**config.mk**
```make
export PLATFORM = sky130hd
export DESIGN_NAME = dma_channel_scheduler
export DESIGN_NICKNAME = d
export VERILOG_FILES = /design/src/rtl/dma_channel_scheduler.sv
export SDC_FILE = /design/constraint.sdc
export NUM_CORES = 1
export LEC_CHECK = 0
export BUFFER_PORTS_ARGS = -buffer_cell sky130_fd_sc_hd__buf_2
export CELL_PAD_IN_SITES_DETAIL_PLACEMENT = 1
export CELL_PAD_IN_SITES_GLOBAL_PLACEMENT = 2
export CORE_MARGIN = 3
export CORE_UTILIZATION = 31
export DETAILED_ROUTE_END_ITERATION = 7
export HOLD_SLACK_MARGIN = 0.05
export PLACE_DENSITY_LB_ADDON = 0.25
export SYNTH_ARGS = -nofsm -noshare
export SYNTH_HDL_FRONTEND = slang
export SYNTH_SLANG_ARGS = --single-unit
```
**constraint.sdc**
```tcl
create_clock -name clk -period 5.25 [get_ports clk]
set_input_delay 0.525 -clock clk [delete_from_list [all_inputs] [get_ports clk]]
set_output_delay 0.525 -clock clk [all_outputs]
set_load 0.005 [all_outputs]
```
**src/rtl/dma_channel_scheduler.sv**
```systemverilog
// Round-robin burst scheduler sharing one DMA transfer engine between CH_NUM channels.
// Optional urgent-first arbitration is enabled by defining DMA_SCHED_PRIO_EN.
module dma_channel_scheduler #(
    parameter int CH_NUM = 4,
    parameter int LEN_W  = 8,
    parameter int IDX_W  = 2
) (
    input  logic                    clk,
    input  logic                    rstn,
    input  logic [CH_NUM-1:0]       ch_req,
    input  logic [CH_NUM*LEN_W-1:0] ch_len,
    input  logic [CH_NUM-1:0]       ch_urgent,
    output logic [CH_NUM-1:0]       ch_gnt,
    output logic [CH_NUM-1:0]       ch_done,
    output logic                    eng_start,
    output logic [IDX_W-1:0]        eng_ch,
    output logic [LEN_W-1:0]        eng_len,
    input  logic                    beat_valid,
    input  logic                    beat_ready,
    output logic                    busy
);

    typedef enum logic [1:0] {S_IDLE, S_START, S_BURST} state_t;

    state_t              r_state;
    state_t              w_state_nxt;
    logic [CH_NUM-1:0]   r_ptr;
    logic [CH_NUM-1:0]   r_gnt;
    logic [IDX_W-1:0]    r_ch;
    logic [LEN_W-1:0]    r_len;
    logic [LEN_W-1:0]    r_cnt;

    logic [CH_NUM-1:0]   w_elig;
    logic [IDX_W-1:0]    w_ptr_idx;
    logic [IDX_W-1:0]    w_win;
    logic                w_found;
    logic                w_beat;
    logic                w_last;

    // Cyclic (a + b) mod CH_NUM; one extra bit holds the sum before wrapping.
    function automatic logic [IDX_W-1:0] wrap_add(input logic [IDX_W-1:0] a, input int b);
        logic [IDX_W:0] s;
        s = {1'b0, a} + (IDX_W+1)'(b);
        if (s >= (IDX_W+1)'(CH_NUM))
            s = s - (IDX_W+1)'(CH_NUM);
        return s[IDX_W-1:0];
    endfunction

`ifdef DMA_SCHED_PRIO_EN
    logic [CH_NUM-1:0] w_urg_req;
    assign w_urg_req = ch_req & ch_urgent;
    assign w_elig    = (|w_urg_req) ? w_urg_req : ch_req;
`else
    logic w_unused_urgent;
    assign w_unused_urgent = ^ch_urgent;
    assign w_elig          = ch_req;
`endif

    always_comb begin
        w_ptr_idx = '0;
        for (int i = 0; i < CH_NUM; i++)
            if (r_ptr[i]) w_ptr_idx = IDX_W'(i);
    end

    // Scan from the pointer position outward; the first eligible channel wins.
    always_comb begin
        w_found = 1'b0;
        w_win   = '0;
        for (int i = 0; i < CH_NUM; i++) begin
            if (!w_found && w_elig[wrap_add(w_ptr_idx, i)]) begin
                w_found = 1'b1;
                w_win   = wrap_add(w_ptr_idx, i);
            end
        end
    end

    assign w_beat = beat_valid & beat_ready;
    assign w_last = (r_state == S_BURST) && w_beat && (r_cnt == r_len);

    always_ff @(posedge clk or negedge rstn) begin
        if (!rstn) r_state <= S_IDLE;
        else       r_state <= w_state_nxt;
    end

    always_comb begin
        w_state_nxt = r_state;
        ch_done     = '0;
        eng_start   = 1'b0;
        busy        = 1'b0;
        case (r_state)
            S_IDLE: begin
                if (w_found) w_state_nxt = S_START;
            end
            S_START: begin
                eng_start   = 1'b1;
                busy        = 1'b1;
                w_state_nxt = S_BURST;
            end
            S_BURST: begin
                busy = 1'b1;
                if (w_last) begin
                    ch_done     = r_gnt;
                    w_state_nxt = S_IDLE;
                end
            end
            default: w_state_nxt = S_IDLE;
        endcase
    end

    // Grant, length and pointer only move at burst boundaries.
    always_ff @(posedge clk or negedge rstn) begin
        if (!rstn) begin
            r_gnt <= '0;
            r_ch  <= '0;
            r_len <= '0;
            r_cnt <= '0;
            r_ptr <= CH_NUM'(1);
        end else begin
            case (r_state)
                S_IDLE: begin
                    if (w_found) begin
                        r_gnt <= CH_NUM'(1) << w_win;
                        r_ch  <= w_win;
                        r_len <= ch_len[int'(w_win)*LEN_W +: LEN_W];
                    end
                end
                S_START: r_cnt <= '0;
                S_BURST: begin
                    if (w_beat) begin
                        if (r_cnt == r_len) begin
                            r_gnt <= '0;
                            r_ptr <= CH_NUM'(1) << wrap_add(r_ch, 1);
                        end else begin
                            r_cnt <= r_cnt + LEN_W'(1);
                        end
                    end
                end
                default: ;
            endcase
        end
    end

    assign ch_gnt  = r_gnt;
    assign eng_ch  = r_ch;
    assign eng_len = r_len;

endmodule
```
### Yosys cells after proc, flatten, opt, wreduce, memory -nomap -nowiden

Cells that the tools add are included.
W data, S select, Z words.

| storage, ports and cells | value |
|---|---|
| bits of input ports | 44 |
| logic and storage cells | 95 |
| bits in registers | 28 |
| output and inout port bits | 20 |

| operators by class | value |
|---|---|
| reduce and logical (&&, ||, !) cells | 17 |
| shift-type cells | 3 |
| bitwise logic cells | 1 |
| muxes and demuxes | 41 |
| $lt $le $gt $ge | 9 |
| add/sub/neg operators | 10 |
| equality and inequality tests | 8 |

Operators with widths:

| cell | count |
|---|---|
| $mux W2 | 16 |
| $shiftx A32 B6 Y8 | 1 |
| $mux W4 | 5 |
| $mux W8 | 2 |
| $pmux W8 S2 | 1 |
| $ge A3 B3 Y1 const B | 4 |
| $lt A2 B3 Y1 const B | 4 |
| $mux W1 | 11 |
| $sub A2 B1 Y2 const B | 5 |
| $add A8 B1 Y8 const B | 1 |
| $bmux W1 S2 | 4 |
| $eq A8 B8 Y1 | 1 |
| $ne A2 B2 Y1 const B | 4 |
| $pmux W4 S2 | 1 |
| $shl A1 B2 Y4 const A | 2 |
| $add A2 B1 Y3 const B | 2 |
| $add A2 B2 Y3 const B | 2 |
| $pmux W2 S3 | 1 |
| $reduce_and A3 Y1 | 2 |
| $logic_and A1 B1 Y1 | 5 |
| $reduce_and A2 Y1 | 2 |
| $reduce_and A4 Y1 | 1 |
| $reduce_bool A2 Y1 | 2 |
| $ge A2 B3 Y1 const B | 1 |
| other kinds (7) | 9 |

### Logic depth before layout (Yosys ltp)

Gate-level depths: netlist (run 1).

| logic depth | value |
|---|---|
| word-level depth | 20 |
| mapped depth | 8 |
| mapped depth without buffers | 7 |

### Least setup slack after synthesis (run 1)

Ideal clock, no wire load.

| timing path | value |
|---|---|
| path kind | register to output |
| from | register r_cnt[4] |
| to | output port ch_done[0] |
| cell stages (with the launch flop) | 6 |
| required time | 4.725 ns |
| setup slack | 3.157 ns |
| buffers on the path | 0 |
| arrival | 1.568 ns |
| cells stage by stage | dfrtp_1 > xor2_1 > nor4_1 > nand2_1 > nor2_1 > and2_1 |

| on the way | value |
|---|---|
| cells in the longest elaborated chain, start to end | 4 |

Ends and longest elaborated chain:

| what | RTL line | RTL |
|---|---|---|
| start: declaration | 31 | `logic [LEN_W-1:0] r_cnt;` |
| start signal: assignment | 134 | `r_cnt <= r_cnt + LEN_W'(1);` |
| $eq A8 B8 Y1 | 78 | `assign w_last = (r_state == S_BURST) && w_beat && (r_cnt == r_len);` |
| $logic_and A1 B1 Y1 | 78 |  |
| $mux W4 | 101 | `if (w_last) begin` |
| $mux W4 | 90 | `case (r_state)` |
| end: declaration | 14 | `output logic [CH_NUM-1:0] ch_done,` |

No other way between the ends.

### Final worst setup path (run 1)

| timing path | value |
|---|---|
| from | register r_cnt[4] |
| to | output port ch_done[1] |

Same word-level chain as after synthesis.

==> results of run 1 <==
-- flip-flops by register name, summed over array words and instances, names as in the netlist --
register,count
eng_ch,2
r_ptr,3
r_cnt,8
eng_len,8
ch_gnt,4
r_state,2
-- worst max path at each step --
stage | from | endpoint | slack (ps) | cells past startpoint
after floorplan | r_cnt[4] | ch_done[0] | 3160 | 5
after global placement | r_cnt[4] | ch_done[3] | 2590 | 6
after detailed placement | r_cnt[4] | ch_done[2] | 2620 | 6
after CTS | r_cnt[4] | ch_done[1] | 2300 | 6
after global routing | r_cnt[4] | ch_done[1] | 2080 | 6
final | r_cnt[4] | ch_done[1] | 2360 | 6
-- layer usage --
metal / GRT usage (%) / vias to the layer above / part of all wire [%]
met5: 0 / - / 0
met1: 22.7 / 773 / 48
met4: 2.53 / 0 / 0.24
li1: - / 784 / -
met3: 3.44 / 2 / 5.0
met2: 24.9 / 36 / 47
-- through the flow --
stage / cells / utilization (%) / hold slack, ps / setup slack (ps) / area (µm²)
final: 310 / 40.8 / 269 / 2360 / 2150
after CTS: 310 / 40.8 / 289 / 2300 / 2150
after floorplan: 180 / - / 229 / 3160 / 1740
after global placement: 306 / 40.0 / 518 / 2590 / 2110
after detailed placement: 306 / 40.0 / 508 / 2620 / 2110
after global routing: 310 / 40.8 / 305 / 2080 / 2150
-- layout make-up --
type / count / area [µm²] / share of cell area [%]
multi-input combinational: 132 / 972 / 45.2
timing repair buffer: 61 / 310 / 14.4
sequential: 27 / 676 / 31.4
inverter: 16 / 60.1 / 2.79
tap: 70 / 87.6 / 4.07
clock buffer: 3 / 41.3 / 1.92
clock inverter: 1 / 5.00 / 0.233
-- critical path, delay by kind of cell (launching register included) --
kind / cells / cell delay, ps
buffers and inverters: 1 / 110
xor gates and xnor gates: 1 / 190
DFF: 1 / 470
and+or+nand+nor: 4 / 1330
-- report_power, final --
part / internal [mW] / switching (mW) / total [mW] / leakage [nW]
logic: 0.172 / 0.187 / 0.359 / 0.731
registers: 0.272 / 0.0603 / 0.332 / 0.330
clock network: 0.0533 / 0.0696 / 0.123 / 0.0255
total: 0.497 / 0.317 / 0.814 / 1.09
-- cell families after synthesis --
kind of cell	after synthesis	synth area share, %
mux	22	12.8
compound gates	41	18.2
xor+xnor	12	6.04
simple gates	53	15.8
flops	27	38.8
fa+ha+maj	4	2.88
buf+inv	21	5.47
-- placed cells by master (no fill, tap or decap), types with 3 or more instances in the layout --
cell type and n:
a22o_1 3, nor2b_1 4, a211oi_1 3, clkbuf_8 3, nand3_1 5, a222oi_1 8
buf_2 59, mux2i_1 20, nor3_1 3, or4_1 3, a21oi_1 4, inv_1 16
o21ai_0 8, and2_1 5, nor2_1 12, nand2_1 12, xor2_1 12, ha_1 4
dfrtp_1 27
==> metrics.cfg, run 1 <==
[global_route]
antenna_found_initial=0
grt_max_degree=28
grt.total_usage_pct=15.9
grt_pass1_wl_mm=8.16
grt_pass1_vias=1601
grt_overflow=0

[worst_setup_path]
reg2reg_depth=6
critPathLaunchType=register
cp.required_ps=4720
cp.arrival_ps=2370
ff2ff_setup_slack_ps=2800
cp_slowest_cell=nor4_1
rr_startpoint=r_cnt[4]
setup.worst_path.class=register to output port
slowest_delay_ps=480
worst-path-max-fanout=9
r2r-end=ch_gnt[0]
end_kind=output port
path_cells=xor2_1 > nor4_1 > nand2_1 > nor2_1 > and2_1 > buf_2

[final_layout]
drive_gt1_share_pct=30.0
fill_cells=643
nets=289
syn_to_final_growth_pct=23.7
antennaDiodeCount=0

[synth]
synth_top_area_share_pct=38.8
synth_top_flop_cell=dfrtp_1
seq_area_frac_synth_pct=38.8
syn-cell-area_mm2=0.00174
yosys_warnings=0
syn-num-nets=228
synth-edff-count=0
syn_inst=180
synth_top_area_cell=dfrtp_1
ys_types=39
async_reset_ff_share_pct=100
yosys-top-cells-area=dfrtp_1 (39%), mux2i_1 (12%), xor2_1 (6.0%)
synthTopCellsByCount=dfrtp_1 (27), mux2i_1 (20), inv_1 (16)
postSynthAreaPerCell_um2=9.66
ys_ff_latch=27
yosysMostFrequentCell=dfrtp_1

[drt]
route.vias.total=1595
drt-initial-drc-count=88
drtPass1Iterations=5
routed_wl_mm=5.01
viasPerCell=5.15
drc_errors=0
wl_per_cell_um=16.2
postRouteAntennaNets=0

[placement]
routabilityCongestion=0.776
dp_hpwl_mm=3.83
port_buffers=59

[timing]
setup_tns_ps=0
period_share_pct=55.1
max_freq_ghz=0.346
setup_viol_count_final=0
hold_viol=0
slew_violations=0
max_slew_margin_pct=51.3
finClkSkew_ps=6.82
period_minus_slack_ps=2890
rsz0062_at_grt=false
worstMarginPinSlew_ps=730

[clock_network]
cts_tree=yes
numCtsBuffers=3
cts_max_level=1
post_cts_resized=0
cts_root_buf=clkbuf_8
cts_hold_buf=0
postCtsSetupRepairBufs=0
path_clk_slew_ps=100
clk_latency_ps=280
clock_sinks=27
clk_path_buf_depth=2

[pwr]
vdd_drop_max_uv=197
finalPower_uw=814
power_density_mw_per_mm2=378
p_leak_nw=1.09

[die]
die_y_um=80.9
die_w_um=80.9
io_pins=64
design.core.area_mm2=0.00527
dieArea_mm2=0.00654
row_count=26
initial_core_util_pct=33.0

[flow_run]
maxCapViolations=0

[worst_hold_path]
hp-class=primary input to async pin

[status]
status=completed

Power figures use the tool's default switching activity.
==> run 2, diff against run 1 <==
Settings changed: CORE_UTILIZATION 31 to 26.
Clock period 5.25 ns to 2.6 ns, I/O delays scaled along.
==> run 2 against run 1 <==
- total power grew 100%
- combinational power increased by 110%
- clock skew is essentially flat
- hold slack better by 58 ps
- critical path depth grew 1
- final cell count grew 3.9%
- wire length decreased by 2.3%
- largest cell class unchanged
- clock-buffer cell count rose by 1
- largest power group unchanged
==> metrics.cfg, run 2 (synthesized netlist as in run 1, its figures left out) <==
[status]
status=completed

[clock_network]
numCtsBuffers=3
clk_latency_ps=270
clock_sinks=27
cts_max_level=1
cts_tree=yes
clk_path_buf_depth=2
cts_root_buf=clkbuf_8
path_clk_slew_ps=100
postCtsSetupRepairBufs=0

[pwr]
p_leak_nw=1.11
vdd_drop_max_uv=258
seqPwrFrac_pct=40.4
sw_frac_of_total_pct=38.8
combPwrFrac_pct=45.2
p_switching_uw=645
clockPowerShare_pct=14.4
power_density_mw_per_mm2=754
finalPower_mw=1.66
p_int_mw=1.02

[final_layout]
layout_commonest_cell=buf_2
nets=294
syn_to_final_growth_pct=26.8
multi_input_area_um2=978
fill_cells=775
seqCellArea_um2=676
antennaDiodeCount=0
final_cell_mix=buf_2 (59), dfrtp_1 (27), mux2i_1 (20)
drive_gt1_share_pct=31.0

[drt]
drt-initial-drc-count=85
drtPass1Iterations=7
postRouteAntennaNets=0
routed_wl_mm=4.90
wl_per_cell_um=15.2
route.vias.total=1629
viasPerCell=5.06
drc_errors=0

[global_route]
grt_max_degree=28
grt_overflow=0
grt_pass1_vias=1662
grt.total_usage_pct=13.6
grt_pass1_wl_mm=8.41
antenna_found_initial=0

[placement]
dp_slack_ps=337
port_buffers=59
dp_hpwl_mm=3.95
routabilityCongestion=0.728

[worst_setup_path]
worst-path-max-fanout=9
setup.worst_path.class=register to output port
end_kind=output port
cp.required_ps=2340
cp.arrival_ps=2060
critPathLaunchType=register

[die]
design.core.area_mm2=0.00642
io_pins=64
row_count=29
dieArea_mm2=0.00771
die_y_um=87.8
die_w_um=87.8
initial_core_util_pct=27.1

[timing]
max_freq_ghz=0.431
max_slew_margin_pct=58.6
period_minus_slack_ps=2320
setup_slack_ps=279
slew_violations=0
rsz0062_at_grt=false
setup_tns_ps=0
finClkSkew_ps=6.34
period_share_pct=89.3
worstMarginPinSlew_ps=622
hold_viol=0
setup_viol_count_final=0

[worst_hold_path]
hp-class=primary input to register

[flow_run]
maxCapViolations=0

-- run 2: per-stage QoR --
step	utilization, %	area (µm²)	std cells	hold slack (ps)
final	34.3	2210	322	327
after global routing	34.3	2210	322	340
after CTS	34.2	2200	322	324
after detailed placement	33.4	2140	317	323
after global placement	33.4	2140	317	321
after floorplan	-	1740	180	-35.6
-- run 2: area by class of cell --
class	count	area share (%)
multi-input cells	132	44.4
flip-flops and latches	27	30.6
repair buffers	66	15.9
well taps	77	4.37
inverters	16	2.72
clock buffers	4	2.04
-- run 2: timing repair --
item | in CTS | in global routing
hold endpoints to repair | 27 | 0
hold buffers | 1 | 0
gates resized for setup | 0 | 1
endpoints found under the setup margin | 0 | 4
-- run 2: worst paths after layout --
| kind | start | to | slack (ps) | cells after the start |
|---|---|---|---|---|
| max | r_cnt[0] | ch_done[0] | 280 | 7 |
| min | ch_len[31] | eng_len[7] | 330 | 3 |
| min in group asynchronous | rstn | r_cnt[4] | 530 | 2 |
| min reg2reg | ch_gnt[2] | ch_gnt[2] | 540 | 1 |
| max in group asynchronous | rstn | eng_len[7] | 1650 | 2 |
| max reg2reg | r_ptr[3] | eng_len[5] | 360 | 6 |
-- run 2: layer usage --
layer | routed length [µm] | GRT usage [%] | vias up
li1 | - | - | 789
met1 | 2370 | 19.4 | 789
met2 | 2150 | 21.1 | 49
met3 | 343 | 3.10 | 2
met4 | 29 | 2.93 | 0
met5 | 0 | 0 | -
-- run 2: power groups by stage --
stage	sequential (mW)	combinational, mW	clock, mW
after floorplan	0.663	0.445	0
after global placement	0.687	0.750	0
after detailed placement	0.688	0.753	0
after CTS	0.680	0.759	0.252
after global routing	0.703	0.857	0.268
final	0.671	0.752	0.240
-- run 2: worst max-delay path: stages, from the launching register on --
cell,delay (ps)
dfrtp_1,450
xor2_1,200
nor4_1,440
nand2_1,190
nor2_1,120
buf_4,160
and2_1,130
buf_2,100
==> run 3, diff against run 2 <==
Settings changed: CTS_CLUSTER_SIZE set to 28, PLACE_DENSITY set to 0.73, PLACE_DENSITY_LB_ADDON 0.25 to not set, SLEW_MARGIN set to 15.
==> run 3 against run 2 <==
- clock-buffer cell count is 1 lower
- register-to-register slack got worse by 40 ps
- critical path depth rose by 1
- first-iteration DRC count increased by 22%
- utilization increased by 0.21 points
- non-clock buffer count is 2 higher
- worst setup slack got worse by 7.2 ps
- critical endpoint is now ch_done[2]
- largest power group unchanged
==> metrics.cfg, run 3 (synthesized netlist as in run 1, its figures left out) <==
[status]
status=completed

[worst_setup_path]
end_kind=output port
critPathLaunchType=register
setup.worst_path.class=register to output port
cp.arrival_ps=2070
cp.required_ps=2340
ff2ff_setup_slack_ps=320
worst-path-max-fanout=9

[clock_network]
clock_sinks=27
cts_root_buf=clkbuf_8
postCtsSetupRepairBufs=0
numCtsBuffers=3
cts_hold_buf=1
path_clk_slew_ps=100
cts_max_level=1
post_cts_resized=0
cts_tree=yes
clk_path_buf_depth=2
clk_latency_ps=280

[final_layout]
nets=296
layout_commonest_cell=buf_2
antennaDiodeCount=0
final_cell_mix=buf_2 (59), dfrtp_1 (27), mux2i_1 (20)
final_area_mm2=0.00222
drive_gt1_share_pct=31.6
syn_to_final_growth_pct=27.6

[placement]
dp_slack_ps=320
placed_cell_area_mm2=0.00216
dp_hpwl_mm=3.95
port_buffers=59
routabilityCongestion=0.762

[timing]
max_freq_ghz=0.430
setup_viol_count_final=0
finClkSkew_ps=7.86
slew_violations=0
hold_viol=0
setup_slack_ps=272
worstMarginPinSlew_ps=621
whs_ps=303
period_share_pct=89.5
period_minus_slack_ps=2330
rsz0062_at_grt=false
setup_tns_ps=0
max_slew_margin_pct=58.2

[drt]
route.vias.total=1606
drc_errors=0
postRouteAntennaNets=0
viasPerCell=4.96
routed_wl_mm=4.98
drtPass1Iterations=6
drt-initial-drc-count=104
wl_per_cell_um=15.4

[die]
die_w_um=87.8
initial_core_util_pct=27.1
row_count=29
dieArea_mm2=0.00771
io_pins=64
die_y_um=87.8
design.core.area_mm2=0.00642

[global_route]
grt_max_degree=28
grt_overflow=0
grt_pass1_vias=1638
grt_pass1_wl_mm=8.30
antenna_found_initial=0
grt.total_usage_pct=13.4

[pwr]
power_density_mw_per_mm2=752
vdd_drop_max_uv=307
finalPower_mw=1.67
p_leak_nw=1.12

[flow_run]
maxCapViolations=0

[worst_hold_path]
hp-class=primary input to register

[run 3: layer usage]
metal  track usage (%)  up-vias  wire [µm]
met5                 0        -          0
met1              19.1      780       2330
met2              21.9       30       2460
met3              2.45        2        166
met4              1.26        0         25
li1                  -      794          -
[run 3: path summary, 6_finish.rpt]
check | to | from | cells past startpoint
worst max-delay path | ch_done[2] | r_cnt[0] | 8
max in group asynchronous | r_cnt[4] | rstn | 2
worst min-delay path | eng_len[7] | ch_len[31] | 3
min in group asynchronous | eng_len[4] | rstn | 2
worst max register to register | eng_len[2] | r_ptr[3] | 6
worst min register to register | ch_gnt[3] | ch_gnt[3] | 1
[run 3: stage by stage]
step	util [%]	std cells
after floorplan	-	180
after detailed placement	33.6	319
after global routing	34.6	324
final	34.6	324
after CTS	34.6	324
after global placement	33.6	319
[run 3: worst max-delay path, stage by stage (launching register included)]
cell and delay (ps):
dfrtp_1 450, xor2_1 190, nor4_1 360, buf_4 190, nand2_1 90, nor2_1 100, buf_4 170, and2_1 140
buf_2 110
[run 3: cell type report]
class | instances | area (µm²)
timing repair buffer | 68 | 365
clock inverter | 1 | 8.76
inverter | 16 | 60.1
fill | 763 | 4200
clock buffer | 3 | 41.3
sequential | 27 | 676
multi-input combinational | 132 | 972
tap | 77 | 96.3
[run 3: where the power goes]
part | total (mW) | leakage [nW] | internal (mW) | switching [mW]
Sequential | 0.671 | 0.330 | 0.548 | 0.122
Clock | 0.253 | 0.0261 | 0.113 | 0.140
Combinational | 0.745 | 0.766 | 0.361 | 0.385
